===== src/rtl/imem_fetch_ctrl_if.sv =====
// rtl/imem_fetch_ctrl_if.sv - ROM, decode and redirect signals of the instruction-fetch sequencer
interface imem_fetch_ctrl_if;
  logic [31:0] mem_addr;
  logic [31:0] mem_rdata;
  logic        instr_valid;
  logic [31:0] instr;
  logic [31:0] instr_pc;
  logic        instr_ready;
  logic        redirect_valid;
  logic [31:0] redirect_pc;
  logic        fetch_stall;

  modport master (
    output mem_addr,
    output instr_valid,
    output instr,
    output instr_pc,
    output fetch_stall,
    input  mem_rdata,
    input  instr_ready,
    input  redirect_valid,
    input  redirect_pc
  );

  modport slave (
    input  mem_addr,
    input  instr_valid,
    input  instr,
    input  instr_pc,
    input  fetch_stall,
    output mem_rdata,
    output instr_ready,
    output redirect_valid,
    output redirect_pc
  );
endinterface


===== src/rtl/imem_fetch_ctrl.sv =====
// rtl/imem_fetch_ctrl.sv - fetch PC sequencer with ROM wait states, prefetch queue and redirect flush
module imem_fetch_ctrl #(
  parameter logic [31:0] RESET_PC = 32'h0000_0000,
  parameter int unsigned MEM_WAIT = 2,
  parameter int unsigned DEPTH    = 2
) (
  input logic               clk,
  input logic               reset,
  imem_fetch_ctrl_if.master bus
);

  localparam int unsigned PTR_W = $clog2(DEPTH);
  localparam int unsigned CNT_W = PTR_W + 1;
  localparam logic [CNT_W-1:0] DEPTH_C = CNT_W'(DEPTH);
  localparam logic [3:0]       LAST_C  = 4'(MEM_WAIT - 1);

  typedef enum logic [1:0] {
    S_WAIT,
    S_CAPTURE,
    S_HOLD
  } state_t;

  // With a single wait state every edge is a capture edge, so WAIT is never visited.
  localparam state_t START_S = state_t'((MEM_WAIT == 1) ? S_CAPTURE : S_WAIT);

  state_t           state_q, state_d;
  logic [3:0]       cnt_q, cnt_d;
  logic [31:0]      pc_q, pc_d;
  logic [PTR_W-1:0] rd_q, rd_d;
  logic [PTR_W-1:0] wr_q, wr_d;
  logic [CNT_W-1:0] count_q, count_d;

  logic [31:0] data_mem [DEPTH];
  logic [31:0] pc_mem   [DEPTH];

  logic at_capture;
  logic pop;
  logic can_push;
  logic push;

  always_comb begin
    state_d = state_q;
    cnt_d   = cnt_q;
    pc_d    = pc_q;
    rd_d    = rd_q;
    wr_d    = wr_q;
    count_d = count_q;

    at_capture = (state_q != S_WAIT);
    pop        = (count_q != '0) && bus.instr_ready;
    can_push   = (count_q < DEPTH_C) || pop;
    push       = at_capture && can_push && !bus.redirect_valid;

    if (bus.redirect_valid) begin
      state_d = START_S;
      cnt_d   = '0;
      pc_d    = bus.redirect_pc & 32'hFFFF_FFFC;
      rd_d    = '0;
      wr_d    = '0;
      count_d = '0;
    end else begin
      case (state_q)
        S_WAIT: begin
          cnt_d   = cnt_q + 4'd1;
          state_d = ((cnt_q + 4'd1) == LAST_C) ? S_CAPTURE : S_WAIT;
        end
        S_CAPTURE, S_HOLD: begin
          // Holding keeps mem_addr and the counter frozen so rdata stays valid.
          if (can_push) begin
            cnt_d   = '0;
            pc_d    = pc_q + 32'd4;
            state_d = START_S;
          end else begin
            state_d = S_HOLD;
          end
        end
        default: state_d = START_S;
      endcase

      // DEPTH is a power of two, so pointer overflow is the modulo wrap.
      if (push) wr_d = wr_q + 1'b1;
      if (pop)  rd_d = rd_q + 1'b1;

      case ({push, pop})
        2'b10:   count_d = count_q + 1'b1;
        2'b01:   count_d = count_q - 1'b1;
        default: count_d = count_q;
      endcase
    end
  end

  always_ff @(posedge clk or posedge reset) begin
    if (reset) begin
      state_q <= START_S;
      cnt_q   <= '0;
      pc_q    <= RESET_PC;
      rd_q    <= '0;
      wr_q    <= '0;
      count_q <= '0;
    end else begin
      state_q <= state_d;
      cnt_q   <= cnt_d;
      pc_q    <= pc_d;
      rd_q    <= rd_d;
      wr_q    <= wr_d;
      count_q <= count_d;
    end
  end

  always_ff @(posedge clk or posedge reset) begin
    if (reset) begin
      for (int i = 0; i < int'(DEPTH); i++) begin
        data_mem[i] <= '0;
        pc_mem[i]   <= '0;
      end
    end else if (push) begin
      data_mem[wr_q] <= bus.mem_rdata;
      pc_mem[wr_q]   <= pc_q;
    end
  end

  assign bus.mem_addr    = pc_q;
  assign bus.instr_valid = (count_q != '0);
  assign bus.instr       = data_mem[rd_q];
  assign bus.instr_pc    = pc_mem[rd_q];
  assign bus.fetch_stall = at_capture && !can_push;

endmodule


===== src/flat_wrapper.sv =====
// flat-port wrapper written by rule: the top's interface ports become plain ports
module imem_fetch_ctrl_flat 
#(
  parameter logic [31:0] RESET_PC = 32'h0000_0000,
  parameter int unsigned MEM_WAIT = 2,
  parameter int unsigned DEPTH    = 2
)
  (clk, reset, bus_mem_addr, bus_instr_valid, bus_instr, bus_instr_pc, bus_fetch_stall, bus_mem_rdata, bus_instr_ready, bus_redirect_valid, bus_redirect_pc);
  imem_fetch_ctrl_if bus_i ();
  input logic clk;
  input logic reset;
  output wire logic [$bits(bus_i.mem_addr)-1:0] bus_mem_addr;
  output wire logic [$bits(bus_i.instr_valid)-1:0] bus_instr_valid;
  output wire logic [$bits(bus_i.instr)-1:0] bus_instr;
  output wire logic [$bits(bus_i.instr_pc)-1:0] bus_instr_pc;
  output wire logic [$bits(bus_i.fetch_stall)-1:0] bus_fetch_stall;
  input wire logic [$bits(bus_i.mem_rdata)-1:0] bus_mem_rdata;
  input wire logic [$bits(bus_i.instr_ready)-1:0] bus_instr_ready;
  input wire logic [$bits(bus_i.redirect_valid)-1:0] bus_redirect_valid;
  input wire logic [$bits(bus_i.redirect_pc)-1:0] bus_redirect_pc;
  assign bus_mem_addr = bus_i.mem_addr;
  assign bus_instr_valid = bus_i.instr_valid;
  assign bus_instr = bus_i.instr;
  assign bus_instr_pc = bus_i.instr_pc;
  assign bus_fetch_stall = bus_i.fetch_stall;
  assign bus_i.mem_rdata = bus_mem_rdata;
  assign bus_i.instr_ready = bus_instr_ready;
  assign bus_i.redirect_valid = bus_redirect_valid;
  assign bus_i.redirect_pc = bus_redirect_pc;
  imem_fetch_ctrl #(.RESET_PC(RESET_PC), .MEM_WAIT(MEM_WAIT), .DEPTH(DEPTH)) u_core (.clk(clk), .reset(reset), .bus(bus_i));
endmodule

===== config.mk =====
export PLATFORM = sky130hd
export DESIGN_NAME = imem_fetch_ctrl_flat
export DESIGN_NICKNAME = d
export VERILOG_FILES = /design/src/rtl/imem_fetch_ctrl_if.sv /design/src/rtl/imem_fetch_ctrl.sv /design/src/flat_wrapper.sv
export SDC_FILE = /design/constraint.sdc
export NUM_CORES = 1
export LEC_CHECK = 0
export CAP_MARGIN = 10
export CORE_ASPECT_RATIO = 1.4
export CORE_UTILIZATION = 46
export DETAILED_ROUTE_END_ITERATION = 7
export PLACE_DENSITY = 0.73
export SLEW_MARGIN = 15
export SYNTH_ARGS = -nofsm -noshare
export SYNTH_HDL_FRONTEND = slang
export SYNTH_SLANG_ARGS = --single-unit

===== constraint.sdc =====
create_clock -name clk -period 4.85 [get_ports clk]
set_input_delay 0.485 -clock clk [delete_from_list [all_inputs] [get_ports clk]]
set_output_delay 0.485 -clock clk [all_outputs]
set_load 0.01 [all_outputs]

==> impl_metrics.prom, run 1 <==
# TYPE chip_impl_metric gauge
chip_impl_info{name="status",value="complete, but fails checks"} 1
chip_impl_info{name="failed_checks",value="design-rule violations"} 1
chip_impl_info{name="tritoncts_clock_tree",value="built"} 1
chip_impl_metric{name="wl_per_cell",unit="µm"} 18.9
chip_impl_metric{name="crit_path_max_fanout",unit=""} 43
chip_impl_metric{name="first_pass_iters",unit=""} 6
chip_impl_metric{name="synthesis.area_per_instance",unit="µm²"} 12.4
chip_impl_metric{name="gp_routability_congestion",unit=""} 0.820
chip_impl_metric{name="synth.cell_area",unit="mm²"} 0.00784
chip_impl_metric{name="postLayoutCoreUtil",unit="%"} 61.2
chip_impl_metric{name="area_growth",unit="%"} 30.2
chip_impl_metric{name="grt_first_pass_wirelength",unit="mm"} 30.4
chip_impl_metric{name="grt_max_degree",unit=""} 132
chip_impl_metric{name="synth-async-reset-ratio",unit="%"} 100
chip_impl_metric{name="post_route_cells_drive_above_1_share",unit="%"} 29.0
chip_impl_metric{name="cts.path.max_buffers",unit=""} 2
chip_impl_metric{name="insertion_delay_of_the_later_clocked_pin_in_the_worst_skew_pair",unit="ns"} 0.43
chip_impl_metric{name="cts-buffers-inserted",unit=""} 17
chip_impl_metric{name="drt_iter0_drc",unit=""} 333
chip_impl_metric{name="post-cts-setup-buffers",unit=""} 0
chip_impl_metric{name="wirelength",unit="mm"} 18.8
chip_impl_metric{name="synth-edff-count",unit=""} 0
chip_impl_metric{name="core.rowCount",unit=""} 56
chip_impl_metric{name="net_sw_share",unit="%"} 29.5
chip_impl_info{name="layout_common_cells",value="181 x sky130_fd_sc_hd__mux2_2, 163 x sky130_fd_sc_hd__dfrtp_1, 159 x sky130_fd_sc_hd__clkdlybuf4s50_1"} 1
chip_impl_metric{name="drt.antenna.violating_nets",unit=""} 0
chip_impl_info{name="ctsRootBufferMaster",value="sky130_fd_sc_hd__clkbuf_16"} 1
chip_impl_metric{name="boundaryPins",unit=""} 166
chip_impl_metric{name="post_synthesis_cells",unit=""} 631
chip_impl_metric{name="htree_depth",unit=""} 4
chip_impl_metric{name="synth_sequential_area_ratio",unit="%"} 52.4
chip_impl_metric{name="worst_slew_margin_rel",unit="%"} 24.9
chip_impl_metric{name="maxClockFrequency",unit="MHz"} 300
chip_impl_metric{name="groute.usage.overall",unit="%"} 22.2
chip_impl_info{name="mostFrequentLayoutCell",value="sky130_fd_sc_hd__mux2_2"} 1
chip_impl_info{name="hold_class",value="register to register"} 1
chip_impl_metric{name="die_w",unit="µm"} 112
chip_impl_metric{name="grt_pass1_vias",unit=""} 5947
chip_impl_metric{name="share_clk_of_total_power",unit="%"} 23.6
chip_impl_metric{name="io_buffer_count",unit=""} 159
chip_impl_metric{name="vdd.ir_drop.worst",unit="V"} 0.000369
chip_impl_metric{name="seqPwrFrac",unit="%"} 38.0
chip_impl_metric{name="antenna_cells_inserted",unit=""} 0
chip_impl_metric{name="hold_viol",unit=""} 0
chip_impl_info{name="setup.worst_path.start_class",value="register"} 1
chip_impl_metric{name="p_per_area",unit="mW/mm²"} 597
chip_impl_info{name="ys.flop_type",value="sky130_fd_sc_hd__dfrtp_1"} 1
chip_impl_info{name="critical_path.endpoint_type",value="output pin"} 1
chip_impl_metric{name="final_min_period_over_clock_period",unit="%"} 68.8
chip_impl_metric{name="overall_via_count_from_detail_route",unit=""} 5608
chip_impl_metric{name="grt.overflow.total",unit=""} 0
chip_impl_metric{name="finalSetupViolCount",unit=""} 0
chip_impl_metric{name="filler_cell_count",unit=""} 1350
chip_impl_metric{name="place.detailed.hpwl",unit="mm"} 12.5
chip_impl_metric{name="cts.repair.resized",unit=""} 0
chip_impl_metric{name="switching_power",unit="mW"} 1.80
chip_impl_metric{name="report.final.slew_viol_count",unit=""} 0
chip_impl_metric{name="die-height",unit="µm"} 156
chip_impl_metric{name="die_area",unit="mm²"} 0.0176
chip_impl_metric{name="yosys_cell_types",unit=""} 45
chip_impl_metric{name="internal_power",unit="mW"} 4.30
chip_impl_metric{name="ys_ff_latch",unit=""} 164
chip_impl_metric{name="sum_of_negative_setup_slack",unit="ns"} 0
chip_impl_metric{name="power.share.combinational",unit="%"} 38.4
chip_impl_metric{name="static-leakage-power",unit="nW"} 4.14
chip_impl_metric{name="cts_num_sinks",unit=""} 164
chip_impl_metric{name="timing.critical_path.arrival",unit="ns"} 2.85
chip_impl_metric{name="yosys_warnings",unit=""} 0
chip_impl_metric{name="clock-skew-final",unit="ns"} 0.00940
chip_impl_metric{name="vias_per_cell",unit=""} 5.65
chip_impl_metric{name="initial_antenna_violation_count",unit=""} 0
chip_impl_metric{name="timing_worst_slew_pin_value",unit="ns"} 1.13
chip_impl_metric{name="cts_hold_buf",unit=""} 0
chip_impl_metric{name="clk_pin_slew_worst_paths",unit="ns"} 0.06
chip_impl_metric{name="finalCriticalPeriod",unit="ns"} 3.34
chip_impl_metric{name="design.core.area",unit="mm²"} 0.0167
chip_impl_metric{name="final_nets",unit=""} 850
chip_impl_metric{name="number_of_maximum_capacitance_violations",unit=""} 0
chip_impl_metric{name="drc",unit=""} 7
chip_impl_info{name="grt_setup_unrepaired",value="no"} 1
chip_impl_metric{name="initial_standard_cell_utilization_of_the_core",unit="%"} 47.0
chip_impl_metric{name="worst_ep_required_time",unit="ns"} 4.37
chip_impl_info{name="path_class",value="register to output pin"} 1
==> through the flow <==
| stage | total power, mW | area, µm² | cells | setup slack [ns] | hold slack (ns) |
|---|---|---|---|---|---|
| 2_1_floorplan | 3.62 | 7850 | 634 | 2.28 | 0.454 |
| 3_3_place_gp | 4.58 | 9570 | 961 | 1.74 | 0.464 |
| 3_5_place_dp | 4.69 | 9570 | 961 | 1.69 | 0.471 |
| 4_1_cts | 6.15 | 10200 | 993 | 1.45 | 0.485 |
| 5_1_grt | 6.44 | 10200 | 993 | 1.38 | 0.496 |
| 6_report | 6.10 | 10200 | 993 | 1.51 | 0.479 |
==> registers in the layout, indices dropped and copies added, names as in the netlist <==
| signal | cells |
|---|---|
| u_core.rd_q | 1 |
| u_core.bus.mem_addr | 30 |
| u_core.wr_q | 1 |
| u_core.state_q | 2 |
| u_core.count_q | 2 |
| u_core.pc_mem | 60 |
| u_core.data_mem | 64 |
| u_core.cnt_q | 4 |
==> layer usage <==
metal  wire length [µm]  up-vias  GRT usage, %
li1                   -     2586             -
met1               7460     2835          26.3
met2               9920      156          39.2
met3                887       31          4.61
met4                511        0          9.08
met5                  0        -             0
==> power by group through the flow <==
| stage | clock (mW) | combinational, mW | sequential [mW] |
|---|---|---|---|
| after floorplan | 0 | 1.43 | 2.19 |
| after global placement | 0 | 2.30 | 2.28 |
| after detailed placement | 0 | 2.35 | 2.33 |
| after CTS | 1.46 | 2.37 | 2.32 |
| after global routing | 1.52 | 2.51 | 2.40 |
| final | 1.44 | 2.34 | 2.32 |
==> worst paths after layout <==
check	cells past startpoint	endpoint	slack, ns	from
setup / recovery	3	bus_instr_pc[16]	1.51	u_core.rd_q$_DFFE_PP0P_
max in group asynchronous	3	u_core.data_mem[16]$_DFFE_PP0P_	3.14	reset
hold reg to reg	1	u_core.data_mem[51]$_DFFE_PP0P_	0.48	u_core.data_mem[51]$_DFFE_PP0P_
min in group asynchronous	2	u_core.pc_mem[20]$_DFFE_PP0P_	0.53	reset
setup reg to reg	5	u_core.data_mem[21]$_DFFE_PP0P_	2.22	u_core.count_q[1]$_DFFE_PP0P_
hold / removal	1	u_core.data_mem[51]$_DFFE_PP0P_	0.48	u_core.data_mem[51]$_DFFE_PP0P_
==> cell usage after synthesis (2+ instances only) <==
| cell | count | area [µm²] |
|---|---|---|
| sky130_fd_sc_hd__o311ai_0 | 3 | 26.3 |
| sky130_fd_sc_hd__inv_1 | 11 | 41.3 |
| sky130_fd_sc_hd__mux2i_1 | 2 | 20.0 |
| sky130_fd_sc_hd__nor4b_1 | 2 | 17.5 |
| sky130_fd_sc_hd__buf_2 | 19 | 95.1 |
| sky130_fd_sc_hd__ha_1 | 5 | 62.6 |
| sky130_fd_sc_hd__and3_1 | 5 | 31.3 |
| sky130_fd_sc_hd__nor4_1 | 5 | 31.3 |
| sky130_fd_sc_hd__nor3b_1 | 2 | 15.0 |
| sky130_fd_sc_hd__and4_1 | 3 | 26.3 |
| sky130_fd_sc_hd__nor3_1 | 8 | 40.0 |
| sky130_fd_sc_hd__or4_1 | 11 | 82.6 |
| sky130_fd_sc_hd__mux2_2 | 181 | 2040 |
| sky130_fd_sc_hd__nor2b_1 | 6 | 37.5 |
| sky130_fd_sc_hd__o21ai_0 | 13 | 65.1 |
| sky130_fd_sc_hd__nand3_1 | 23 | 115 |
| sky130_fd_sc_hd__buf_1 | 8 | 30.0 |
| sky130_fd_sc_hd__buf_4 | 4 | 30.0 |
| sky130_fd_sc_hd__mux2_1 | 5 | 56.3 |
| sky130_fd_sc_hd__a31oi_1 | 14 | 87.6 |
| sky130_fd_sc_hd__dfrtp_1 | 164 | 4100 |
| sky130_fd_sc_hd__xor2_1 | 4 | 35.0 |
| sky130_fd_sc_hd__nor2_1 | 28 | 105 |
| sky130_fd_sc_hd__clkbuf_1 | 12 | 45.0 |
| sky130_fd_sc_hd__or3_1 | 2 | 12.5 |
| sky130_fd_sc_hd__a22oi_1 | 4 | 30.0 |
| sky130_fd_sc_hd__a21oi_1 | 3 | 15.0 |
| sky130_fd_sc_hd__nand2_1 | 32 | 120 |
| sky130_fd_sc_hd__nand4_1 | 16 | 100 |
| sky130_fd_sc_hd__xnor2_1 | 8 | 70.1 |
| sky130_fd_sc_hd__o31ai_1 | 14 | 105 |
==> critical path, stage by stage, from the launching register on <==
cell and delay, ns:
sky130_fd_sc_hd__dfrtp_2 1.10, sky130_fd_sc_hd__buf_4 0.46, sky130_fd_sc_hd__mux2_2 0.39, sky130_fd_sc_hd__clkdlybuf4s50_1 0.48
==> cell families (layout without fill, tap and decap cells) <==
| family | Yosys count | count (layout) | synth area share, % |
|---|---|---|---|
| xor+xnor | 12 | 12 | 1.34 |
| compound gates | 56 | 56 | 4.76 |
| buf+inv | 54 | 210 | 3.08 |
| simple gates | 151 | 151 | 10.6 |
| other cells | 1 | 4 | 0.0479 |
| flops | 164 | 164 | 52.4 |
| fa+ha+maj | 5 | 5 | 0.798 |
| mux | 188 | 188 | 27.0 |
==> cell type report <==
class / count / area (µm²) / share of cell area, %
sequential: 164 / 4110 / 40.2
multi-input combinational: 416 / 3500 / 34.3
timing repair buffer: 167 / 1660 / 16.3
clock buffer: 20 / 457 / 4.48
tap: 203 / 254 / 2.49
clock inverter: 12 / 178 / 1.74
inverter: 11 / 45.0 / 0.441
No activity file was read; power rests on OpenSTA's default activity.
==> run 2: changes to the inputs <==
- CORE_UTILIZATION: 46 -> 51
- PLACE_DENSITY: 0.73 -> 0.77
- clock period: 4.85 -> 3.2 ns (I/O delays scaled with it)
==> run 2 against run 1 <==
Compared with the run above:
- the flow now finishes without violations
- critical path depth increased by 3
- first-iteration DRC count decreased by 19%
- clock skew about the same
- non-clock buffer count increased by 3
- final cell count decreased by 0.81%
- routed wire length decreased by 0.93%
- critical path type is now register to register
- critical endpoint is now u_core.bus.mem_addr[31]$_DFFE_PP0P_
- largest power group unchanged
==> impl_metrics.prom, run 2 (synthesized netlist as in run 1, its figures left out) <==
# TYPE chip_impl_metric gauge
chip_impl_metric{name="die_w",unit="µm"} 107
chip_impl_metric{name="insertion_delay_of_the_later_clocked_pin_in_the_worst_skew_pair",unit="ns"} 0.42
chip_impl_metric{name="number_of_maximum_capacitance_violations",unit=""} 0
chip_impl_metric{name="finalSetupViolCount",unit=""} 0
chip_impl_metric{name="largest_register_ff_count",unit=""} 64
chip_impl_metric{name="wirelength",unit="mm"} 18.6
chip_impl_info{name="setup.worst_path.start_class",value="register"} 1
chip_impl_metric{name="timing.critical_path.arrival",unit="ns"} 2.76
chip_impl_metric{name="post_route_cells_drive_above_1_share",unit="%"} 29.1
chip_impl_metric{name="final_worst_slack",unit="ns"} 0.738
chip_impl_metric{name="instances_no_fill",unit=""} 985
chip_impl_metric{name="filler_cell_count",unit=""} 1154
chip_impl_metric{name="first_pass_iters",unit=""} 4
chip_impl_metric{name="grt.overflow.total",unit=""} 0
chip_impl_info{name="tritoncts_clock_tree",value="built"} 1
chip_impl_info{name="status",value="completed"} 1
chip_impl_metric{name="crit_path_max_fanout",unit=""} 11
chip_impl_metric{name="clock-skew-final",unit="ns"} 0.00938
chip_impl_metric{name="cts.path.max_buffers",unit=""} 2
chip_impl_metric{name="grt_first_pass_wirelength",unit="mm"} 30.2
chip_impl_metric{name="die_area",unit="mm²"} 0.0159
chip_impl_metric{name="die-height",unit="µm"} 149
chip_impl_metric{name="grt_max_degree",unit=""} 76
chip_impl_metric{name="multi_input_area",unit="mm²"} 0.00350
chip_impl_metric{name="initial_antenna_violation_count",unit=""} 0
chip_impl_metric{name="cts_hold_buf",unit=""} 0
chip_impl_metric{name="p_per_area",unit="mW/mm²"} 887
chip_impl_metric{name="drc",unit=""} 0
chip_impl_info{name="critical_path.endpoint_type",value="register"} 1
chip_impl_info{name="hold_class",value="input pin to async pin"} 1
chip_impl_metric{name="initial_standard_cell_utilization_of_the_core",unit="%"} 52.3
chip_impl_metric{name="place.detailed.hpwl",unit="mm"} 12.9
chip_impl_metric{name="static-leakage-power",unit="nW"} 4.12
chip_impl_metric{name="grt_pass1_vias",unit=""} 6148
chip_impl_metric{name="io_buffer_count",unit=""} 159
chip_impl_info{name="ctsRootBufferMaster",value="sky130_fd_sc_hd__clkbuf_16"} 1
chip_impl_metric{name="vias_per_cell",unit=""} 5.79
chip_impl_metric{name="groute.usage.overall",unit="%"} 24.4
chip_impl_metric{name="hold_viol",unit=""} 0
chip_impl_metric{name="gp_routability_congestion",unit=""} 0.811
chip_impl_metric{name="finalCriticalPeriod",unit="ns"} 2.46
chip_impl_metric{name="report.final.slew_viol_count",unit=""} 0
chip_impl_metric{name="postLayoutCoreUtil",unit="%"} 68.0
chip_impl_metric{name="sum_of_negative_setup_slack",unit="ns"} 0
chip_impl_metric{name="final_min_period_over_clock_period",unit="%"} 76.9
chip_impl_info{name="layout_common_cells",value="181 x sky130_fd_sc_hd__mux2_2, 163 x sky130_fd_sc_hd__dfrtp_1, 159 x sky130_fd_sc_hd__clkdlybuf4s50_1"} 1
chip_impl_metric{name="cts.repair.resized",unit=""} 0
chip_impl_metric{name="timing_worst_slew_pin_value",unit="ns"} 0.950
chip_impl_metric{name="post-cts-setup-buffers",unit=""} 0
chip_impl_metric{name="worst_slew_margin_rel",unit="%"} 36.2
chip_impl_metric{name="dpl.cell_count",unit=""} 953
chip_impl_metric{name="wl_per_cell",unit="µm"} 18.9
chip_impl_metric{name="final-seq-area",unit="mm²"} 0.00411
chip_impl_metric{name="design.core.area",unit="mm²"} 0.0150
chip_impl_metric{name="drt.antenna.violating_nets",unit=""} 0
chip_impl_metric{name="cts_num_sinks",unit=""} 164
chip_impl_metric{name="htree_depth",unit=""} 4
chip_impl_info{name="mostFrequentLayoutCell",value="sky130_fd_sc_hd__mux2_2"} 1
chip_impl_info{name="grt_setup_unrepaired",value="no"} 1
chip_impl_metric{name="cts-buffers-inserted",unit=""} 17
chip_impl_info{name="path_class",value="register to register"} 1
chip_impl_metric{name="drt_iter0_drc",unit=""} 271
chip_impl_info{name="largest_register",value="u_core.data_mem"} 1
chip_impl_metric{name="antenna_cells_inserted",unit=""} 0
chip_impl_metric{name="vdd.ir_drop.worst",unit="V"} 0.000472
chip_impl_metric{name="area_growth",unit="%"} 30.2
chip_impl_metric{name="maxClockFrequency",unit="MHz"} 406
chip_impl_metric{name="worst_slack_placed",unit="ns"} 0.468
chip_impl_metric{name="clk_pin_slew_worst_paths",unit="ns"} 0.07
chip_impl_metric{name="core.rowCount",unit=""} 53
chip_impl_metric{name="final_nets",unit=""} 853
chip_impl_metric{name="worst_ep_required_time",unit="ns"} 3.50
chip_impl_metric{name="boundaryPins",unit=""} 166
chip_impl_metric{name="overall_via_count_from_detail_route",unit=""} 5707
run 2: changes by cell type in the layout (fill, tap and decap cells not counted):
cell	before	now
sky130_fd_sc_hd__inv_8	0	1
sky130_fd_sc_hd__buf_4	7	5
sky130_fd_sc_hd__clkbuf_8	2	0
sky130_fd_sc_hd__buf_12	1	6
sky130_fd_sc_hd__clkbuf_1	1	2
sky130_fd_sc_hd__clkinv_4	3	1
sky130_fd_sc_hd__inv_6	1	3
sky130_fd_sc_hd__clkinvlp_4	2	6
sky130_fd_sc_hd__bufinv_16	4	1
sky130_fd_sc_hd__clkinv_2	3	2
run 2: cell type report:
class,instances,area share (%)
clock inverters,13,1.21
clock buffers,19,4.24
multi-input cells,416,34.3
well taps,192,2.36
repair buffers,170,17.2
flip-flops and latches,164,40.3
inverters,11,0.442
run 2: critical path, cell delays in order, from the launching register on:
cell and delay, ns:
sky130_fd_sc_hd__dfrtp_1 0.35, sky130_fd_sc_hd__inv_1 0.06, sky130_fd_sc_hd__ha_1 0.47, sky130_fd_sc_hd__nand2_1 0.19, sky130_fd_sc_hd__nor3_1 0.80, sky130_fd_sc_hd__nand3_1 0.18, sky130_fd_sc_hd__a211o_1 0.29
run 2: final timing paths:
path	slack [ns]	to	start	cells after the start
worst max-delay path	0.74	u_core.bus.mem_addr[31]$_DFFE_PP0P_	u_core.state_q[0]$_DFF_PP0_	6
worst min-delay path	0.27	u_core.pc_mem[53]$_DFFE_PP0P_	reset	2
worst max register to register	0.74	u_core.bus.mem_addr[31]$_DFFE_PP0P_	u_core.state_q[0]$_DFF_PP0_	6
worst min register to register	0.48	u_core.pc_mem[48]$_DFFE_PP0P_	u_core.pc_mem[48]$_DFFE_PP0P_	1
max in group asynchronous	2.18	u_core.pc_mem[11]$_DFFE_PP0P_	reset	3
min in group clk	0.46	u_core.bus.mem_addr[2]$_DFFE_PP0P_	bus_redirect_pc[2]	3
run 2: where the power goes:
group          internal, mW  switching, mW  total, mW  leakage [nW]
combinational          2.27           1.38       3.65          1.87
clock                  1.08          0.847       1.93         0.258
sequential             2.94          0.532       3.47          1.98
total                  6.29           2.76       9.05          4.12
run 2: per-stage QoR:
stage               power, mW  hold WS, ns  cell area (µm²)
finish                   9.05        0.272            10200
global route             9.56        0.315            10200
CTS                      9.13        0.278            10200
detailed placement       7.17        0.474             9640
global placement         6.96        0.464             9640
floorplan                5.49        0.437             7850
run 2: metal layers:
metal / part of all wire (%) / wire length (µm) / global-route usage, %
met5: 0 / 0 / 0
met3: 4.6 / 865 / 3.68
met1: 39 / 7340 / 28.3
met4: 3.2 / 595 / 11.3
met2: 53 / 9800 / 43.8
==> run 3: changes to the inputs <==
- CORE_UTILIZATION: 51 -> 46
- PLACE_DENSITY: 0.77 -> 0.73
- clock period: 3.2 -> 2.2 ns (I/O delays scaled with it)
==> run 3 against run 2 <==
Compared with the run above:
- the flow now finishes with violations (design-rule violations)
- global-route usage is 0.82 points lower
- hold slack got worse by 0.16 ns
- sequential power is 44% higher
- routed wire length is 8.1% higher
- non-clock buffer count up 28
- first-iteration DRC count up 36%
- clock power up 63%
- largest power group unchanged
==> impl_metrics.prom, run 3 (synthesized netlist as in run 1, its figures left out) <==
# TYPE chip_impl_metric gauge
chip_impl_info{name="status",value="complete, but fails checks"} 1
chip_impl_info{name="failed_checks",value="design-rule violations"} 1
chip_impl_metric{name="max_stage_delay",unit="ns"} 0.50
chip_impl_metric{name="initial_standard_cell_utilization_of_the_core",unit="%"} 47.0
chip_impl_metric{name="wirelength",unit="mm"} 20.1
chip_impl_metric{name="final_nets",unit=""} 881
chip_impl_metric{name="cts.path.max_buffers",unit=""} 2
chip_impl_metric{name="overall_via_count_from_detail_route",unit=""} 5806
chip_impl_metric{name="groute.usage.overall",unit="%"} 23.6
chip_impl_metric{name="report.final.slew_viol_count",unit=""} 0
chip_impl_metric{name="boundaryPins",unit=""} 166
chip_impl_metric{name="io_buffer_count",unit=""} 159
chip_impl_metric{name="grt_pass1_vias",unit=""} 6298
chip_impl_info{name="largest_register",value="u_core.data_mem"} 1
chip_impl_metric{name="drc",unit=""} 7
chip_impl_info{name="critical_path.endpoint_type",value="output pin"} 1
chip_impl_metric{name="total_power",unit="mW"} 13.4
chip_impl_metric{name="worst_ep_required_time",unit="ns"} 1.98
chip_impl_info{name="ctsRootBufferMaster",value="sky130_fd_sc_hd__clkbuf_16"} 1
chip_impl_metric{name="insertion_delay_of_the_later_clocked_pin_in_the_worst_skew_pair",unit="ns"} 0.44
chip_impl_info{name="hold_class",value="input pin to async pin"} 1
chip_impl_metric{name="post_dp_cell_area",unit="mm²"} 0.00988
chip_impl_metric{name="vdd.ir_drop.worst",unit="V"} 0.000720
chip_impl_metric{name="design.core.area",unit="mm²"} 0.0167
chip_impl_metric{name="initial_antenna_violation_count",unit=""} 1
chip_impl_metric{name="share_clk_of_total_power",unit="%"} 23.5
chip_impl_info{name="layout_common_cells",value="181 x sky130_fd_sc_hd__mux2_2, 163 x sky130_fd_sc_hd__dfrtp_1, 110 x sky130_fd_sc_hd__clkdlybuf4s50_1"} 1
chip_impl_info{name="path_class",value="register to output pin"} 1
chip_impl_metric{name="gp_routability_congestion",unit=""} 0.822
chip_impl_metric{name="postLayoutCoreUtil",unit="%"} 63.3
chip_impl_metric{name="timing.critical_path.buf_inv",unit=""} 2
chip_impl_metric{name="net_sw_share",unit="%"} 30.3
chip_impl_metric{name="static-leakage-power",unit="nW"} 4.54
chip_impl_metric{name="cts-buffers-inserted",unit=""} 17
chip_impl_metric{name="dpl.cell_count",unit=""} 990
chip_impl_metric{name="drt_iter0_drc",unit=""} 369
chip_impl_metric{name="largest_register_ff_count",unit=""} 64
chip_impl_metric{name="seqPwrFrac",unit="%"} 37.6
chip_impl_metric{name="number_of_maximum_capacitance_violations",unit=""} 0
chip_impl_metric{name="multi_input_area",unit="mm²"} 0.00350
chip_impl_metric{name="grt_first_pass_wirelength",unit="mm"} 31.7
chip_impl_metric{name="htree_depth",unit=""} 4
chip_impl_metric{name="post_route_cells_drive_above_1_share",unit="%"} 31.6
chip_impl_metric{name="die_w",unit="µm"} 112
chip_impl_metric{name="drt.antenna.violating_nets",unit=""} 0
chip_impl_info{name="mostFrequentLayoutCell",value="sky130_fd_sc_hd__mux2_2"} 1
chip_impl_metric{name="whs",unit="ns"} 0.110
chip_impl_metric{name="filler_cell_count",unit=""} 1309
chip_impl_metric{name="die_area",unit="mm²"} 0.0176
chip_impl_info{name="path_cells",value="buf_12, mux2_2, clkdlybuf4s50_1"} 1
chip_impl_metric{name="clock-skew-final",unit="ns"} 0.0201
chip_impl_metric{name="finalSetupViolCount",unit=""} 0
chip_impl_metric{name="final_area",unit="mm²"} 0.0106
chip_impl_metric{name="hold_viol",unit=""} 0
chip_impl_metric{name="vias_per_cell",unit=""} 5.67
chip_impl_info{name="slowest_stage",value="sky130_fd_sc_hd__clkdlybuf4s50_1"} 1
chip_impl_metric{name="grt_max_degree",unit=""} 64
chip_impl_metric{name="core.rowCount",unit=""} 56
chip_impl_info{name="setup.worst_path.start_class",value="register"} 1
chip_impl_metric{name="finalCriticalPeriod",unit="ns"} 2.18
chip_impl_metric{name="area_growth",unit="%"} 34.7
chip_impl_metric{name="grt.overflow.total",unit=""} 0
chip_impl_info{name="tritoncts_clock_tree",value="built"} 1
chip_impl_metric{name="switching_power",unit="mW"} 4.05
chip_impl_metric{name="cts_hold_buf",unit=""} 0
chip_impl_metric{name="power.share.combinational",unit="%"} 38.9
chip_impl_metric{name="die-height",unit="µm"} 156
chip_impl_metric{name="internal_power",unit="mW"} 9.30
chip_impl_metric{name="first_pass_iters",unit=""} 7
chip_impl_metric{name="crit_path_max_fanout",unit=""} 27
chip_impl_metric{name="clk_pin_slew_worst_paths",unit="ns"} 0.07
chip_impl_metric{name="timing.critical_path.arrival",unit="ns"} 1.96
chip_impl_metric{name="wl_per_cell",unit="µm"} 19.6
chip_impl_metric{name="maxClockFrequency",unit="MHz"} 459
chip_impl_metric{name="cts_num_sinks",unit=""} 164
chip_impl_metric{name="instances_no_fill",unit=""} 1024
chip_impl_metric{name="final_min_period_over_clock_period",unit="%"} 98.9
chip_impl_metric{name="p_per_area",unit="mW/mm²"} 1270
chip_impl_metric{name="place.detailed.hpwl",unit="mm"} 13.7
chip_impl_metric{name="final-seq-area",unit="mm²"} 0.00411
chip_impl_info{name="critical_path.top_delay_family",value="buffers and inverters"} 1
==> run 3: timing repair <==
action                                  CTS  global route
setup buffers                             1             0
endpoints found under the setup margin   54            17
gates resized for setup                  33            17
gates cloned                              1             0
==> run 3: cell type report <==
class	count	area share (%)
inverter	11	0.427
sequential	164	38.9
antenna	1	0.0237
tap	203	2.41
clock buffer	19	4.20
clock inverter	12	1.70
timing repair buffer	198	19.1
multi-input combinational	416	33.2
==> run 3: path summary, 6_finish.rpt <==
check,from,to,slack (ns),cells after the start
max,u_core.rd_q$_DFFE_PP0P_,bus_instr[24],0.02,3
min,reset,u_core.pc_mem[51]$_DFFE_PP0P_,0.11,2
max reg2reg,u_core.bus.mem_addr[11]$_DFFE_PP0P_,u_core.bus.mem_addr[21]$_DFFE_PP0P_,0.16,4
min reg2reg,u_core.pc_mem[50]$_DFFE_PP0P_,u_core.pc_mem[50]$_DFFE_PP0P_,0.49,1
max in group asynchronous,reset,u_core.pc_mem[11]$_DFFE_PP0P_,1.48,3
min in group clk,bus_redirect_pc[5],u_core.bus.mem_addr[5]$_DFFE_PP0P_,0.35,3
==> run 3: worst reg2reg max path, stage by stage, from the launching register on <==
cell and delay, ns:
sky130_fd_sc_hd__dfrtp_1 0.54, sky130_fd_sc_hd__nand4_4 0.22, sky130_fd_sc_hd__or4_4 0.59, sky130_fd_sc_hd__or4_1 0.41, sky130_fd_sc_hd__a31oi_1 0.18
==> run 3: per-stage QoR <==
step           TNS (ns)  setup slack (ns)
2_1_floorplan    -17.19            -0.105
3_3_place_gp          0            0.0178
4_1_cts               0          0.000310
5_1_grt         -0.0104           -0.0102
3_5_place_dp      -1.38           -0.0417
6_report              0            0.0235
==> run 3: power groups by stage <==
stage               combinational [mW]  sequential (mW)  clock [mW]
floorplan                         3.16             4.82           0
global placement                  5.34             4.91           0
detailed placement                5.49             5.05           0
CTS                               5.33             5.01        3.21
global route                      5.56             5.18        3.33
finish                            5.19             5.01        3.14
==> run 3: metal layers <==
metal | vias to the layer above | wire (µm) | track usage [%] | part of all wire, %
li1 | 2656 | - | - | -
met1 | 2966 | 7730 | 25.8 | 38
met2 | 154 | 11200 | 43.4 | 56
met3 | 30 | 769 | 4.69 | 3.8
met4 | 0 | 429 | 11.4 | 2.1
met5 | - | 0 | 0 | 0
==> RTL change (config.mk and constraints of run 3) <==
`DEPTH` is set to 2 in 2 places; all go to 4.
--- a/src/rtl/imem_fetch_ctrl.sv
+++ b/src/rtl/imem_fetch_ctrl.sv
@@ -3,5 +3,5 @@
   parameter logic [31:0] RESET_PC = 32'h0000_0000,
   parameter int unsigned MEM_WAIT = 2,
-  parameter int unsigned DEPTH    = 2
+  parameter int unsigned DEPTH    = 4
 ) (
   input logic               clk,
--- a/src/flat_wrapper.sv
+++ b/src/flat_wrapper.sv
@@ -4,5 +4,5 @@
   parameter logic [31:0] RESET_PC = 32'h0000_0000,
   parameter int unsigned MEM_WAIT = 2,
-  parameter int unsigned DEPTH    = 2
+  parameter int unsigned DEPTH    = 4
 )
   (clk, reset, bus_mem_addr, bus_instr_valid, bus_instr, bus_instr_pc, bus_fetch_stall, bus_mem_rdata, bus_instr_ready, bus_redirect_valid, bus_redirect_pc);
Behaviour: same outputs for any inputs over 4 cycles, from zero or initial values and one cycle with reset high; that may be too few to reach the edited logic, so the function may still have changed.
==> RTL change against run 3 <==
- the run ends with setup timing left
- total power is 62% higher
- routed wire length grew 53%
- cell area up 62%
- highest routed layer unchanged
- fmax fell by 5.6%
- sequential cell count rose by 127
- hold slack improved by 120 ps
- setup slack lost 130 ps
- clock power grew 66%
- synthesized area is 68% higher
- clock skew decreased by 11 ps
- first-iteration DRC count increased by 3.3%
==> RTL change: results (changes against run 3) <==
status=finished, violations left (unchanged); failing checks=setup timing (was DRC); number of diodes=0 (was 1); initial antenna violation count=0 (was 1); Seq area share=42.79% (was 38.91%); met2 usage=39.53% (was 43.42%); power in sequential cells=7.99 mW (was 5.01 mW); Critical-path top delay cell=dfrtp_4 (was clkdlybuf4s50_1); Multi-input gate area=0.005587 sq mm (was 0.003502 sq mm); # clk buffers=40 (was 19); Hold Path Class=primary input to flip-flop (was primary input to async pin); Well Taps=370 (was 203); largest net degree at the start of global routing=87 (was 64); Util after Layout=61.21% (was 63.27%); DP Area=0.01572 sq mm (was 0.009876 sq mm); Routed WL per cell=20.04 um (was 19.64 um); max FFs per register=128 (was 64); Final clock-cell share=5.904% (was 5.894%); P_comb=8.42 mW (was 5.19 mW); Inst Count DP=1,458 (was 990); ratio of cells with drive above 1 in the final layout=44.49% (was 31.59%); Data buffer area share=15.50% (was 19.14%); setup ws final=-104.8 ps (was 23.52 ps); # setup viols final=13 (was 0); initial DRC count=381 (was 369); Crit path largest cell delay=520 ps (was 500 ps); mux contribution to synthesized area=31.01% (was 26.99%); largest cells by area after synthesis=dfrtp_1 (55%), mux2_2 (20%), mux4_2 (11%) (was dfrtp_1 (52%), mux2_2 (26%), nand2_1 (1.5%)); Placer Congestion=0.7963 (was 0.8218)
-- RTL change: worst paths after layout --
path	slack, ps	to	startpoint
setup / recovery	-100	bus_instr_pc[11]	u_core.rd_q[0]
hold / removal	230	u_core.bus.mem_addr[29]	bus_redirect_pc[29]
setup reg to reg	10	u_core.bus.mem_addr[31]	u_core.state_q[1]
hold reg to reg	480	u_core.pc_mem[22]	u_core.pc_mem[22]
max in group asynchronous	880	u_core.data_mem[72]	reset
min in group asynchronous	560	u_core.data_mem[54]	reset
-- RTL change: routing by layer --
metal | wire [um] | share of wire, % | vias to the layer above
li1 | - | - | 3782
met1 | 12520 | 41 | 4323
met2 | 16320 | 53 | 181
met3 | 1198 | 3.9 | 40
met4 | 658 | 2.1 | 0
met5 | 0 | 0 | -
-- RTL change: what timing repair did --
item / 4_1_cts / 5_1_grt
endpoints found under the hold margin: 7 / 0
buffers inserted: 15 / 2
gates cloned: 7 / 0
resized for setup: 291 / 29
hold buffers: 2 / 0
pin swaps: 0 / 3
setup endpoints to repair: 64 / 63
